--- src/rtl/ami_w_if.sv ---
// ami_w_if: user command/beat/response signals plus AXI4 AW, W and B channels of the write master.
interface ami_w_if #(
    parameter int AXI_DW     = 128,
    parameter int AXI_AW     = 40,
    parameter int AXI_IW     = 8,
    parameter int AXI_LW     = 8,
    parameter int AXI_SW     = 3,
    parameter int AXI_BURSTW = 2,
    parameter int AXI_BRESPW = 2,
    parameter int AXI_WSTRBW = AXI_DW/8
);
    logic                  cmd_valid;
    logic                  cmd_ready;
    logic [AXI_AW-1:0]     cmd_addr;
    logic [AXI_LW-1:0]     cmd_len;
    logic [AXI_IW-1:0]     cmd_id;
    logic                  cmd_err;
    logic [AXI_DW-1:0]     usr_wdata;
    logic [AXI_WSTRBW-1:0] usr_wstrb;
    logic                  usr_wvalid;
    logic                  usr_wready;
    logic                  usr_bvalid;
    logic [AXI_IW-1:0]     usr_bid;
    logic [AXI_BRESPW-1:0] usr_bresp;
    logic [AXI_IW-1:0]     AWID;
    logic [AXI_AW-1:0]     AWADDR;
    logic [AXI_LW-1:0]     AWLEN;
    logic [AXI_SW-1:0]     AWSIZE;
    logic [AXI_BURSTW-1:0] AWBURST;
    logic                  AWVALID;
    logic                  AWREADY;
    logic [AXI_DW-1:0]     WDATA;
    logic [AXI_WSTRBW-1:0] WSTRB;
    logic                  WLAST;
    logic                  WVALID;
    logic                  WREADY;
    logic [AXI_IW-1:0]     BID;
    logic [AXI_BRESPW-1:0] BRESP;
    logic                  BVALID;
    logic                  BREADY;

    modport master (
        input  cmd_valid, cmd_addr, cmd_len, cmd_id, usr_wdata, usr_wstrb, usr_wvalid,
               AWREADY, WREADY, BID, BRESP, BVALID,
        output cmd_ready, cmd_err, usr_wready, usr_bvalid, usr_bid, usr_bresp,
               AWID, AWADDR, AWLEN, AWSIZE, AWBURST, AWVALID, WDATA, WSTRB, WLAST, WVALID, BREADY
    );

    modport slave (
        output cmd_valid, cmd_addr, cmd_len, cmd_id, usr_wdata, usr_wstrb, usr_wvalid,
               AWREADY, WREADY, BID, BRESP, BVALID,
        input  cmd_ready, cmd_err, usr_wready, usr_bvalid, usr_bid, usr_bresp,
               AWID, AWADDR, AWLEN, AWSIZE, AWBURST, AWVALID, WDATA, WSTRB, WLAST, WVALID, BREADY
    );
endinterface

--- src/rtl/ami_w.sv ---
// ami_w: AXI4 write master issuing INCR full-width bursts with up to MST_OD writes awaiting B.
module ami_w #(
    parameter int AXI_DW     = 128,
    parameter int AXI_AW     = 40,
    parameter int AXI_IW     = 8,
    parameter int AXI_LW     = 8,
    parameter int AXI_SW     = 3,
    parameter int AXI_BURSTW = 2,
    parameter int AXI_BRESPW = 2,
    parameter int AXI_WSTRBW = AXI_DW/8,
    parameter int MST_OD     = 4
) (
    input logic    ACLK,
    input logic    ARESET,
    ami_w_if.master bus
);
    localparam int SZ = $clog2(AXI_WSTRBW);
    localparam int OW = $clog2(MST_OD+1);

    typedef enum logic [1:0] {IDLE, ADDR, DATA} state_t;

    state_t                r_state, w_next;
    logic [OW-1:0]         r_os;
    logic [AXI_LW-1:0]     r_beat, r_len;
    logic [AXI_AW-1:0]     r_addr;
    logic [AXI_IW-1:0]     r_id, r_bid;
    logic [AXI_SW-1:0]     r_size;
    logic [AXI_BURSTW-1:0] r_burst;
    logic [AXI_BRESPW-1:0] r_bresp;
    logic                  r_err, r_bv;
    logic [13:0]           w_span;
    logic                  w_acc, w_bad, w_aw, w_w, w_b, w_last, w_data;

    // Burst end offset within the 4 KB page; exactly 4096 still fits.
    assign w_span = {2'b0, bus.cmd_addr[11:0]} + ((14'(bus.cmd_len) + 14'd1) << SZ);
    assign w_bad  = ((bus.cmd_addr & AXI_AW'(AXI_WSTRBW-1)) != '0) || (w_span > 14'd4096);
    assign w_acc  = bus.cmd_valid && bus.cmd_ready;
    assign w_data = r_state == DATA;
    assign w_aw   = r_state == ADDR && bus.AWREADY;
    assign w_w    = w_data && bus.usr_wvalid && bus.WREADY;
    assign w_last = r_beat == r_len;
    assign w_b    = bus.BVALID && bus.BREADY;

    always_comb begin
        w_next = r_state;
        case (r_state)
            IDLE:    w_next = (w_acc && !w_bad) ? ADDR : IDLE;
            ADDR:    w_next = bus.AWREADY ? DATA : ADDR;
            DATA:    w_next = (w_w && w_last) ? IDLE : DATA;
            default: w_next = IDLE;
        endcase
    end

    always_ff @(posedge ACLK) begin
        if (ARESET) begin
            r_state <= IDLE;
            r_os    <= '0;
            r_beat  <= '0;
            r_len   <= '0;
            r_addr  <= '0;
            r_id    <= '0;
            r_size  <= '0;
            r_burst <= '0;
            r_err   <= 1'b0;
            r_bv    <= 1'b0;
            r_bid   <= '0;
            r_bresp <= '0;
        end else begin
            r_state <= w_next;
            r_err   <= w_acc && w_bad;
            r_bv    <= w_b;
            if (w_acc) begin
                r_addr  <= bus.cmd_addr;
                r_len   <= bus.cmd_len;
                r_id    <= bus.cmd_id;
                r_size  <= AXI_SW'(SZ);
                r_burst <= AXI_BURSTW'(1);
            end
            if (w_aw) r_beat <= '0;
            else if (w_w) r_beat <= r_beat + 1'b1;
            // Coincident AW and B cancel; a stray B never underflows.
            if (w_aw && !w_b) r_os <= r_os + 1'b1;
            else if (w_b && !w_aw && r_os != '0) r_os <= r_os - 1'b1;
            if (w_b) begin
                r_bid   <= bus.BID;
                r_bresp <= bus.BRESP;
            end
        end
    end

    assign bus.cmd_ready  = !ARESET && r_state == IDLE && r_os < OW'(MST_OD);
    assign bus.cmd_err    = r_err;
    assign bus.AWVALID    = r_state == ADDR;
    assign bus.AWADDR     = r_addr;
    assign bus.AWLEN      = r_len;
    assign bus.AWID       = r_id;
    assign bus.AWSIZE     = r_size;
    assign bus.AWBURST    = r_burst;
    assign bus.WVALID     = w_data && bus.usr_wvalid;
    assign bus.usr_wready = w_data && bus.WREADY;
    assign bus.WDATA      = w_data ? bus.usr_wdata : '0;
    assign bus.WSTRB      = w_data ? bus.usr_wstrb : '0;
    assign bus.WLAST      = w_data && w_last;
    assign bus.BREADY     = !ARESET;
    assign bus.usr_bvalid = r_bv;
    assign bus.usr_bid    = r_bid;
    assign bus.usr_bresp  = r_bresp;
endmodule

--- src/flat_wrapper.sv ---
// flat-port wrapper written by rule: the top's interface ports become plain ports
module ami_w_flat 
#(
    parameter int AXI_DW     = 128,
    parameter int AXI_AW     = 40,
    parameter int AXI_IW     = 8,
    parameter int AXI_LW     = 8,
    parameter int AXI_SW     = 3,
    parameter int AXI_BURSTW = 2,
    parameter int AXI_BRESPW = 2,
    parameter int AXI_WSTRBW = AXI_DW/8,
    parameter int MST_OD     = 4
)
  (ACLK, ARESET, bus_cmd_valid, bus_cmd_addr, bus_cmd_len, bus_cmd_id, bus_usr_wdata, bus_usr_wstrb, bus_usr_wvalid, bus_AWREADY, bus_WREADY, bus_BID, bus_BRESP, bus_BVALID, bus_cmd_ready, bus_cmd_err, bus_usr_wready, bus_usr_bvalid, bus_usr_bid, bus_usr_bresp, bus_AWID, bus_AWADDR, bus_AWLEN, bus_AWSIZE, bus_AWBURST, bus_AWVALID, bus_WDATA, bus_WSTRB, bus_WLAST, bus_WVALID, bus_BREADY);
  ami_w_if #(.AXI_DW(AXI_DW), .AXI_AW(AXI_AW), .AXI_IW(AXI_IW), .AXI_LW(AXI_LW), .AXI_SW(AXI_SW), .AXI_BURSTW(AXI_BURSTW), .AXI_BRESPW(AXI_BRESPW), .AXI_WSTRBW(AXI_WSTRBW)) bus_i ();
  input logic ACLK;
  input logic ARESET;
  input wire logic [$bits(bus_i.cmd_valid)-1:0] bus_cmd_valid;
  input wire logic [$bits(bus_i.cmd_addr)-1:0] bus_cmd_addr;
  input wire logic [$bits(bus_i.cmd_len)-1:0] bus_cmd_len;
  input wire logic [$bits(bus_i.cmd_id)-1:0] bus_cmd_id;
  input wire logic [$bits(bus_i.usr_wdata)-1:0] bus_usr_wdata;
  input wire logic [$bits(bus_i.usr_wstrb)-1:0] bus_usr_wstrb;
  input wire logic [$bits(bus_i.usr_wvalid)-1:0] bus_usr_wvalid;
  input wire logic [$bits(bus_i.AWREADY)-1:0] bus_AWREADY;
  input wire logic [$bits(bus_i.WREADY)-1:0] bus_WREADY;
  input wire logic [$bits(bus_i.BID)-1:0] bus_BID;
  input wire logic [$bits(bus_i.BRESP)-1:0] bus_BRESP;
  input wire logic [$bits(bus_i.BVALID)-1:0] bus_BVALID;
  output wire logic [$bits(bus_i.cmd_ready)-1:0] bus_cmd_ready;
  output wire logic [$bits(bus_i.cmd_err)-1:0] bus_cmd_err;
  output wire logic [$bits(bus_i.usr_wready)-1:0] bus_usr_wready;
  output wire logic [$bits(bus_i.usr_bvalid)-1:0] bus_usr_bvalid;
  output wire logic [$bits(bus_i.usr_bid)-1:0] bus_usr_bid;
  output wire logic [$bits(bus_i.usr_bresp)-1:0] bus_usr_bresp;
  output wire logic [$bits(bus_i.AWID)-1:0] bus_AWID;
  output wire logic [$bits(bus_i.AWADDR)-1:0] bus_AWADDR;
  output wire logic [$bits(bus_i.AWLEN)-1:0] bus_AWLEN;
  output wire logic [$bits(bus_i.AWSIZE)-1:0] bus_AWSIZE;
  output wire logic [$bits(bus_i.AWBURST)-1:0] bus_AWBURST;
  output wire logic [$bits(bus_i.AWVALID)-1:0] bus_AWVALID;
  output wire logic [$bits(bus_i.WDATA)-1:0] bus_WDATA;
  output wire logic [$bits(bus_i.WSTRB)-1:0] bus_WSTRB;
  output wire logic [$bits(bus_i.WLAST)-1:0] bus_WLAST;
  output wire logic [$bits(bus_i.WVALID)-1:0] bus_WVALID;
  output wire logic [$bits(bus_i.BREADY)-1:0] bus_BREADY;
  assign bus_i.cmd_valid = bus_cmd_valid;
  assign bus_i.cmd_addr = bus_cmd_addr;
  assign bus_i.cmd_len = bus_cmd_len;
  assign bus_i.cmd_id = bus_cmd_id;
  assign bus_i.usr_wdata = bus_usr_wdata;
  assign bus_i.usr_wstrb = bus_usr_wstrb;
  assign bus_i.usr_wvalid = bus_usr_wvalid;
  assign bus_i.AWREADY = bus_AWREADY;
  assign bus_i.WREADY = bus_WREADY;
  assign bus_i.BID = bus_BID;
  assign bus_i.BRESP = bus_BRESP;
  assign bus_i.BVALID = bus_BVALID;
  assign bus_cmd_ready = bus_i.cmd_ready;
  assign bus_cmd_err = bus_i.cmd_err;
  assign bus_usr_wready = bus_i.usr_wready;
  assign bus_usr_bvalid = bus_i.usr_bvalid;
  assign bus_usr_bid = bus_i.usr_bid;
  assign bus_usr_bresp = bus_i.usr_bresp;
  assign bus_AWID = bus_i.AWID;
  assign bus_AWADDR = bus_i.AWADDR;
  assign bus_AWLEN = bus_i.AWLEN;
  assign bus_AWSIZE = bus_i.AWSIZE;
  assign bus_AWBURST = bus_i.AWBURST;
  assign bus_AWVALID = bus_i.AWVALID;
  assign bus_WDATA = bus_i.WDATA;
  assign bus_WSTRB = bus_i.WSTRB;
  assign bus_WLAST = bus_i.WLAST;
  assign bus_WVALID = bus_i.WVALID;
  assign bus_BREADY = bus_i.BREADY;
  ami_w #(.AXI_DW(AXI_DW), .AXI_AW(AXI_AW), .AXI_IW(AXI_IW), .AXI_LW(AXI_LW), .AXI_SW(AXI_SW), .AXI_BURSTW(AXI_BURSTW), .AXI_BRESPW(AXI_BRESPW), .AXI_WSTRBW(AXI_WSTRBW), .MST_OD(MST_OD)) u_core (.ACLK(ACLK), .ARESET(ARESET), .bus(bus_i));
endmodule
--- config.mk ---
export PLATFORM = sky130hd
export DESIGN_NAME = ami_w_flat
export DESIGN_NICKNAME = d
export VERILOG_FILES = /design/src/rtl/ami_w_if.sv /design/src/rtl/ami_w.sv /design/src/flat_wrapper.sv
export SDC_FILE = /design/constraint.sdc
export NUM_CORES = 1
export LEC_CHECK = 0
export BUFFER_PORTS_ARGS = -buffer_cell sky130_fd_sc_hd__buf_4
export CORE_AREA = 2 2 172 174
export DETAILED_ROUTE_END_ITERATION = 10
export DIE_AREA = 0 0 174 176
export PLACE_DENSITY = 0.43
export SETUP_SLACK_MARGIN = 0.15
export SLEW_MARGIN = 20
export SYNTH_ARGS = -nofsm -noshare
export SYNTH_HDL_FRONTEND = slang
export SYNTH_SLANG_ARGS = --single-unit
--- constraint.sdc ---
create_clock -name ACLK -period 2.6 [get_ports ACLK]
set_clock_uncertainty 0.15 [all_clocks]
set_input_delay 0 -clock ACLK [delete_from_list [all_inputs] [get_ports ACLK]]
set_output_delay 0 -clock ACLK [all_outputs]
set_load 0.02 [all_outputs]
# Word level (Yosys, flattened, before mapping)

Index checks and enable logic that the tools add are counted.

Input bits: 217
Output and inout bits: 223
Logic and storage cells: 54
Register bits: 82

Add/sub/neg operators: 5
Equality and inequality tests: 3
Reduce and logical (&&, ||, !) cells: 25
Multiplexer cells: 8
$lt $le $gt $ge: 2

Operator list:

| cell                   | count |
|---|---|
| $mux W128              | 1 |
| $reduce_bool A40 Y1    | 1 |
| $mux W16               | 1 |
| $logic_and A1 B1 Y1    | 15 |
| $add A12 B14 Y14       | 1 |
| $gt A14 B13 Y1 const B | 1 |
| $add A8 B1 Y9 const B  | 1 |
| $add A8 B1 Y8 const B  | 1 |
| $eq A8 B8 Y1           | 1 |
| $mux W3                | 2 |
| $pmux W2 S3            | 1 |
| $logic_not A1 Y1       | 4 |
| $mux W2                | 2 |
| $add A3 B1 Y3 const B  | 1 |
| $lt A3 B3 Y1 const B   | 1 |
| $reduce_bool A3 Y1     | 1 |
| $sub A3 B1 Y3 const B  | 1 |
| $eq A2 B1 Y1 const B   | 1 |
| $eq A2 B2 Y1 const B   | 1 |
| $logic_not A2 Y1       | 1 |
| $reduce_bool A2 Y1     | 1 |
| $reduce_or A2 Y1       | 1 |
| $logic_or A1 B1 Y1     | 1 |
| $mux W1                | 1 |

# Logic depth before layout (Yosys ltp)

Gate-level depths: netlist of the first run.

Word-level depth: 8
Mapped depth: 10
Depth with buffers taken out: 10

# Worst setup path after synthesis of the first run

Ideal clock, no wire load.

Path type: register -> register
Start: register u_core.r_state[0]
End: register u_core.r_os[2]
Data arrival time: 2.104 ns
Buffers on the path: 0
Required time: 2.385 ns
Clock period less this slack: 2.319 ns
Setup slack: 0.281 ns
Stages on the path, launching flop included: 9
Library setup time: 0.065 ns
Path through: dfxtp_1 -> nor2b_2 -> and2_1 -> o21ai_0 -> fa_1 -> or4_1 -> a21oi_1 -> a31oi_1 -> nor2_1

Word-level cells in the longest chain between the ends: 6
Elaborated cells on any way between the ends: 8
Classes of those cells: eq/ne (1); mux (1); reduce/logical (6)

RTL lines:

| item                             | line               | text |
|---|---|---|
| start, declared                  | ami_w.sv:22        | `state_t r_state, w_next;` |
| start signal, assigned           | ami_w.sv:69        | `r_state <= w_next;` |
| $eq A2 B1 Y1 (*)                 | n/a                |  |
| via bus_AWVALID                  | flat_wrapper.sv:41 | `output wire logic [$bits(bus_i.AWVALID)-1:0] bus_AWVALID;` |
| $logic_and A1 B1 Y1 (*)          | ami_w.sv:39        | `assign w_aw = r_state == ADDR && bus.AWREADY;` |
| $logic_not A1 Y1                 | ami_w.sv:83        | `else if (w_b && !w_aw && r_os != '0) r_os <= r_os - 1'b1;` |
| $logic_and A1 B1 Y1 (2 in a row) | ami_w.sv:83        |  |
| $reduce_bool A2 Y1 (no line)     | n/a                |  |
| end signal, assigned             | ami_w.sv:82        | `if (w_aw && !w_b) r_os <= r_os + 1'b1;` |
| end signal, assigned             | ami_w.sv:83        |  |
| end, declared                    | ami_w.sv:23        | `logic [OW-1:0] r_os;` |

Mark *: on every way through the listed nets, which the timed path passes. The rest lies on a longest branch.
A chain may end at the register's enable or synchronous reset.

# Worst setup path after layout of the first run

Start: input bus_cmd_len[2]
End: register u_core.r_err, in the netlist u_core.bus.cmd_err

Word-level cells in the longest chain between the ends: 5

RTL lines:

| item                 | line               | text |
|---|---|---|
| start, declared      | flat_wrapper.sv:20 | `input wire logic [$bits(bus_i.cmd_len)-1:0] bus_cmd_len;` |
| $add A8 B1 Y9        | ami_w.sv:35        | `assign w_span = {2'b0, bus.cmd_addr[11:0]} + ((14'(bus.cmd_len) + 14'd1) << SZ);` |
| $add A12 B14 Y14     | ami_w.sv:35        |  |
| $gt A14 B13 Y1       | ami_w.sv:36        | `assign w_bad = ((bus.cmd_addr & AXI_AW'(AXI_WSTRBW-1)) != '0) \|\| (w_span > 14'd4096);` |
| $logic_or A1 B1 Y1   | ami_w.sv:36        |  |
| $logic_and A1 B1 Y1  | ami_w.sv:70        | `r_err <= w_acc && w_bad;` |
| end signal, assigned | ami_w.sv:70        |  |
| end, declared        | ami_w.sv:30        | `logic r_err, r_bv;` |

No other way between the ends.

==> impl_metrics.yaml, run 1 <==
yosys:
  synth_top_family_by_area: "simple AND/OR/NAND/NOR gates"
  synth_xor_xnor_area_share: 0.04732
  synthMuxAreaShare: 0.02176
  synth-compound-area-share: 0.1188
  synthTopCellsByArea: "dfxtp_1 36%, and2_1 20%, nand2_1 10%"
  yosysTopAreaCellShare: 0.3568
  syn_area_per_cell_um2: 7.719
  synth_async_sr_flop_share: 0
  synthSimpleGateAreaFrac: 0.3666
  synth_fa_ha_area_frac: 0.03862
  syn_inst: 596
  synthFlopType: "dfxtp_1"
  yosysSeqAreaShare: 0.3568
  synth_top_cells_by_count: "148 x and2_1, 126 x nand2_1, 82 x dfxtp_1"
  synth_edf_count: 0
  yosysMostFrequentCell: "and2_1"
  synth-seq-cells: 82
  yosys_warnings: 0
  yosys.area.top_type: "dfxtp_1"
  syn_area_um2: 4601
  yosys.cell_types.count: 50
pwr:
  leakagePower_nw: 4.603
  vdd_drop_max_v: 0.0004097
  p_sw_frac: 0.2755
  switchingPower_mw: 1.011
  seqPwrFrac: 0.368
  cellPowerDensity_nw_per_um2: 390.1
  clock_power_share: 0.391
  pwr-share-comb: 0.241
  finalPower_mw: 3.669
  intPower_mw: 2.658
die:
  start_util: 0.1612
  die_h_um: 176
  die_w_um: 174
  core_area_um2: 28550
  io-pin-count: 440
  die_area_um2: 30620
  rows: 62
clock_network:
  cts_tree: "built"
  clockRootBuffer: "clkbuf_16"
  htreeDepth: 3
  cts.sinks: 82
  path_clk_slew_ps: 80
  worstSkewPairLatency_ps: 350
  numCtsBuffers: 9
  cts_buffer_depth: 2
drt:
  routed_wl_um: 27000
  vias: 5858
  viasPerCell: 3.963
  wire_per_inst_um: 18.27
  postRouteAntennaNets: 0
  drt_pre_antenna_iters: 6
  drc: 0
  drt_iter0_drc: 194
worst_setup_path:
  endpoint_kind: "flip-flop"
  criticalPathCategory: "in -> reg"
  cp.required_ps: 2660
  path_cells: "dlygate4sd3_1, buf_4, xor2_1, ha_1, or2_1, a21o_1, a2111oi_4, o2111ai_1, o211ai_2, a21oi_1"
  cp.arrival_ps: 2430
  cpMaxStageDelayCell: "dlygate4sd3_1"
  critPathLaunchType: "input port"
  critPathTopFamily: "compound AO/OA/AOI/OAI gates"
  critPathBufInv: 2
  slowest_delay_ps: 540
  worstPathMaxFanout: 5
place:
  pre_cts_slack_ps: 232.3
  detailed_place_hpwl_um: 21730
  port_buffers: 436
  gp_congestion: 0.7679
  dp_cells: 1380
timing:
  tightest_slew_ps: 893.8
  fin_tns_setup_ps: 0
  slew-limit-headroom: 0.4041
  layout_setup_ws_ps: 231.8
  hold_violations: 0
  timing.fmax_mhz: 422.3
  rsz0062_at_grt: "true"
  fin_crit_ps: 2368
  setup_viol: 0
  period_share: 0.9108
  slew_viol_final: 0
final_layout:
  antenna_cells: 0
  layout.nets: 1319
  drive_gt1_frac: 0.4342
  fin_cells: 1478
  area_delta_synth_final_pct: 104.4
outcome:
  status: "complete, no violations"
hold_path:
  worstHoldPathType: "in -> reg"
grt:
  antenna_found_initial: 12
  grt_pass1_wl_um: 38250
  grt.total_usage: 0.1677
  grt_pass1_vias: 5737
  grt_max_degree: 146
  grt_remaining_overflow: 0
run:
  cap_violations: 0
==> cells by family after synthesis <==
family | count (synthesis)
muxes | 10
buffers and inverters | 47
DFF | 82
and+or+nand+nor | 327
other | 1
adders and majority gates | 13
AOI/OAI and AO/OA | 92
xor gates and xnor gates | 24
==> sequential cells by signal, indices dropped and copies added, names as in the netlist <==
name and count:
u_core.bus.usr_bresp 2, u_core.bus.usr_bvalid 1, u_core.bus.AWID 8, u_core.r_os 3
u_core.bus.AWADDR 40, u_core.bus.cmd_err 1, u_core.bus.AWSIZE 1, u_core.r_beat 8
u_core.r_state 2, u_core.bus.usr_bid 8, u_core.bus.AWLEN 8
==> path summary, 6_finish.rpt <==
check                        from                    to  slack, ps  cells after the start
max                bus_cmd_len[2]    u_core.bus.cmd_err        230                     10
min                    bus_WREADY      u_core.r_beat[1]         40                      4
max reg2reg     u_core.r_state[0]        u_core.r_os[2]        320                      8
min reg2reg  u_core.bus.AWADDR[4]  u_core.bus.AWADDR[4]        300                      2
==> per-layer routing <==
metal	global-route usage	vias to the layer above	part of all wire
met2	0.2701	235	0.47
li1	-	2904	-
met4	0.03396	20	0.013
met1	0.1986	2666	0.40
met5	0	-	0.0046
met3	0.08893	33	0.11
==> metrics by stage <==
stage,utilization,instance area (µm²),hold slack (ps)
after detailed placement,0.2880,8223,92.28
after global routing,0.3295,9405,48.83
after global placement,0.2880,8223,83.80
after floorplan,-,4608,-98.67
final,0.3295,9405,44.84
after CTS,0.3279,9360,22.34
==> area by class of cell <==
cell class,count,area [µm²]
Tap cell,384,480.5
Clock buffer,9,225.2
Multi-Input combinational cell,469,2784
Clock inverter,7,101.3
Sequential cell,82,1642
Inverter,3,11.26
Timing Repair Buffer,524,4161
Fill cell,3108,19140
==> power by group through the flow <==
| stage | logic, mW | registers [mW] | clock network (mW) |
|---|---|---|---|
| after floorplan | 0.278 | 1.44 | 0 |
| final | 0.884 | 1.35 | 1.43 |
| after CTS | 0.884 | 1.35 | 1.51 |
| after global routing | 0.959 | 1.36 | 1.56 |
| after detailed placement | 0.777 | 1.38 | 0 |
| after global placement | 0.777 | 1.38 | 0 |
==> cells in the final DEF, fill, tap and decap left out, drive strengths merged, types with 2 or more instances in the layout <==
master	count
a21o	6
a21oi	66
a31o	2
and2	148
and3	3
and4	2
buf	443
bufinv	2
clkbuf	9
clkinvlp	2
conb	3
dfxtp	82
dlygate4sd3	81
fa	2
ha	11
inv	5
mux2i	10
nand2	126
nand3	6
nand4	4
nor2	24
nor4	4
o211ai	3
o21a	2
o21ai	6
or3	3
xnor2	7
xor2	17
==> timing repair <==
action | CTS | global route
hold endpoints to repair | 73 | 0
buffers inserted | 0 | 1
hold buffers | 81 | 0
endpoints found under the setup margin | 0 | 3
resized for setup | 0 | 6
==> worst register-to-register path: cells and delay by family, from the launching register on <==
kind,cells,cell delay [ps]
flops,1,390
simple gates,4,950
compound gates,3,320
fa+ha+maj,1,420
(Power assumes the default switching activity.)
==> run 2: changes to the inputs <==
--- a/config.mk
+++ b/config.mk
@@ -9,7 +9,6 @@
 export CORE_AREA = 2 2 172 174
 export DETAILED_ROUTE_END_ITERATION = 10
 export DIE_AREA = 0 0 174 176
-export PLACE_DENSITY = 0.43
 export SETUP_SLACK_MARGIN = 0.15
 export SLEW_MARGIN = 20
 export SYNTH_ARGS = -nofsm -noshare
==> impl_metrics.yaml, run 2 (synthesis gave the netlist of run 1 again) <==
outcome:
  status: "complete, no violations"
grt:
  grt_pass1_wl_um: 37650
  grt.total_usage: 0.1636
  antenna_found_initial: 4
  grt_remaining_overflow: 0
  grt_max_degree: 122
  grt_pass1_vias: 6032
drt:
  drt_iter0_drc: 234
  drc: 0
  viasPerCell: 4.042
  vias: 6007
  drt_pre_antenna_iters: 4
  routed_wl_um: 26430
  wire_per_inst_um: 17.78
  postRouteAntennaNets: 0
worst_setup_path:
  slowest_delay_ps: 560
  endpoint_kind: "flip-flop"
  cp.arrival_ps: 2500
  worstPathMaxFanout: 5
  rr_endpoint: "u_core.bus.AWADDR[37]"
  critPathTopFamily: "compound AO/OA/AOI/OAI gates"
  critPathLaunchType: "input port"
  path_cells: "dlygate4sd3_1, buf_6, xor2_1, ha_1, or2_1, a21o_1, a2111oi_4, o2111ai_2, o211ai_2, a31o_1"
  reg2reg_slack_ps: 320
  cp.required_ps: 2730
  path_depth: 10
  criticalPathCategory: "in -> reg"
  cpMaxStageDelayCell: "dlygate4sd3_1"
  reg2reg_from: "u_core.r_os[2]"
  critPathBufInv: 2
  rr_worst_depth: 6
final_layout:
  final_cell_mix: "440 x buf_4, 146 x and2_1, 125 x nand2_1"
  layout.nets: 1326
  final_common_cell: "buf_4"
  largest_register_ffs: 40
  multi_input_area_um2: 2779
  area_delta_synth_final_pct: 105.6
  ff_latch_area_um2: 1643
  fillers: 3065
  drive_gt1_frac: 0.4323
timing:
  rsz0062_at_grt: "true"
  period_share: 0.9090
  fin_crit_ps: 2363
  slew_viol_final: 0
  tightest_slew_ps: 737.6
  fin_tns_setup_ps: 0
  setup_viol: 0
  slew-limit-headroom: 0.5083
  timing.fmax_mhz: 423.1
  hold_violations: 0
  worst_hold_slack_ps: 9.586
die:
  die_area_um2: 30620
  rows: 62
  core_area_um2: 28550
  io-pin-count: 440
  start_util: 0.1612
  die_w_um: 174
  die_h_um: 176
clock_network:
  cts_buffer_depth: 2
  clockRootBuffer: "clkbuf_16"
  htreeDepth: 3
  cts.sinks: 82
  path_clk_slew_ps: 70
  cts_tree: "built"
  numCtsBuffers: 9
  worstSkewPairLatency_ps: 340
hold_path:
  hold_start: "bus_cmd_valid"
  hold_path_depth: 5
  min_to: "u_core.bus.AWADDR[20]"
  worstHoldPathType: "in -> reg"
run:
  cap_violations: 0
place:
  port_buffers: 436
  gp_congestion: 0.8373
  detailed_place_hpwl_um: 21180
pwr:
  leakagePower_nw: 4.646
  finalPower_mw: 3.618
  cellPowerDensity_nw_per_um2: 382.4
  vdd_drop_max_v: 0.0004080
run 2: how the worst max path moves through the flow:
stage                 startpoint            endpoint  slack, ps
4_1_cts           u_core.r_os[2]  u_core.bus.AWID[1]        180
2_1_floorplan  u_core.r_state[0]      u_core.r_os[2]        280
3_5_place_dp      bus_cmd_len[0]  u_core.bus.cmd_err        250
5_1_grt           bus_cmd_len[2]   u_core.r_state[0]        150
3_3_place_gp      bus_cmd_len[0]  u_core.bus.cmd_err        240
6_report          bus_cmd_len[2]   u_core.r_state[0]        240
run 2: tightest hold or removal path, stage by stage:
cell,delay (ps)
buf_4,90
nand2_2,40
buf_4,190
nand2_1,80
a21oi_1,50
run 2: cell type report:
class                           count  share of cell area
Timing Repair Buffer              531              0.4477
Multi-Input combinational cell    469              0.2937
Sequential cell                    82              0.1737
Tap cell                          384             0.05079
Clock buffer                        9             0.02381
Clock inverter                      7            0.008861
Inverter                            3            0.001190
Antenna cell                        1           0.0002645
run 2: metal layers:
layer  global-route usage  vias up  part of all wire
li1                     -     2926                 -
met1               0.1770     2799              0.38
met2               0.3000      255              0.52
met3              0.06912       23             0.092
met4              0.02976        4             0.014
met5                    0        -           0.00079
run 2: power by group:
group / switching, mW / leakage (nW) / internal (mW)
sequential: 0.0392 / 0.670 / 1.31
combinational: 0.394 / 3.82 / 0.498
clock: 0.608 / 0.154 / 0.765
total: 1.04 / 4.65 / 2.58
run 2: what timing repair did:
action	4_1_cts	5_1_grt
hold buffers	88	0
endpoints found under the setup margin	0	10
endpoints found under the hold margin	74	0
buffers inserted	0	1
resized for setup	0	8
run 2: metrics by stage:
| step | instances | setup WS, ps | util | instance area [µm²] |
|---|---|---|---|---|
| 3_5_place_dp | 1380 | 249.2 | 0.2880 | 8223 |
| 4_1_cts | 1484 | 178.2 | 0.3297 | 9413 |
| 2_1_floorplan | 598 | 281.0 | - | 4608 |
| 6_report | 1486 | 236.7 | 0.3314 | 9460 |
| 5_1_grt | 1485 | 151.2 | 0.3313 | 9458 |
| 3_3_place_gp | 1380 | 243.2 | 0.2880 | 8223 |
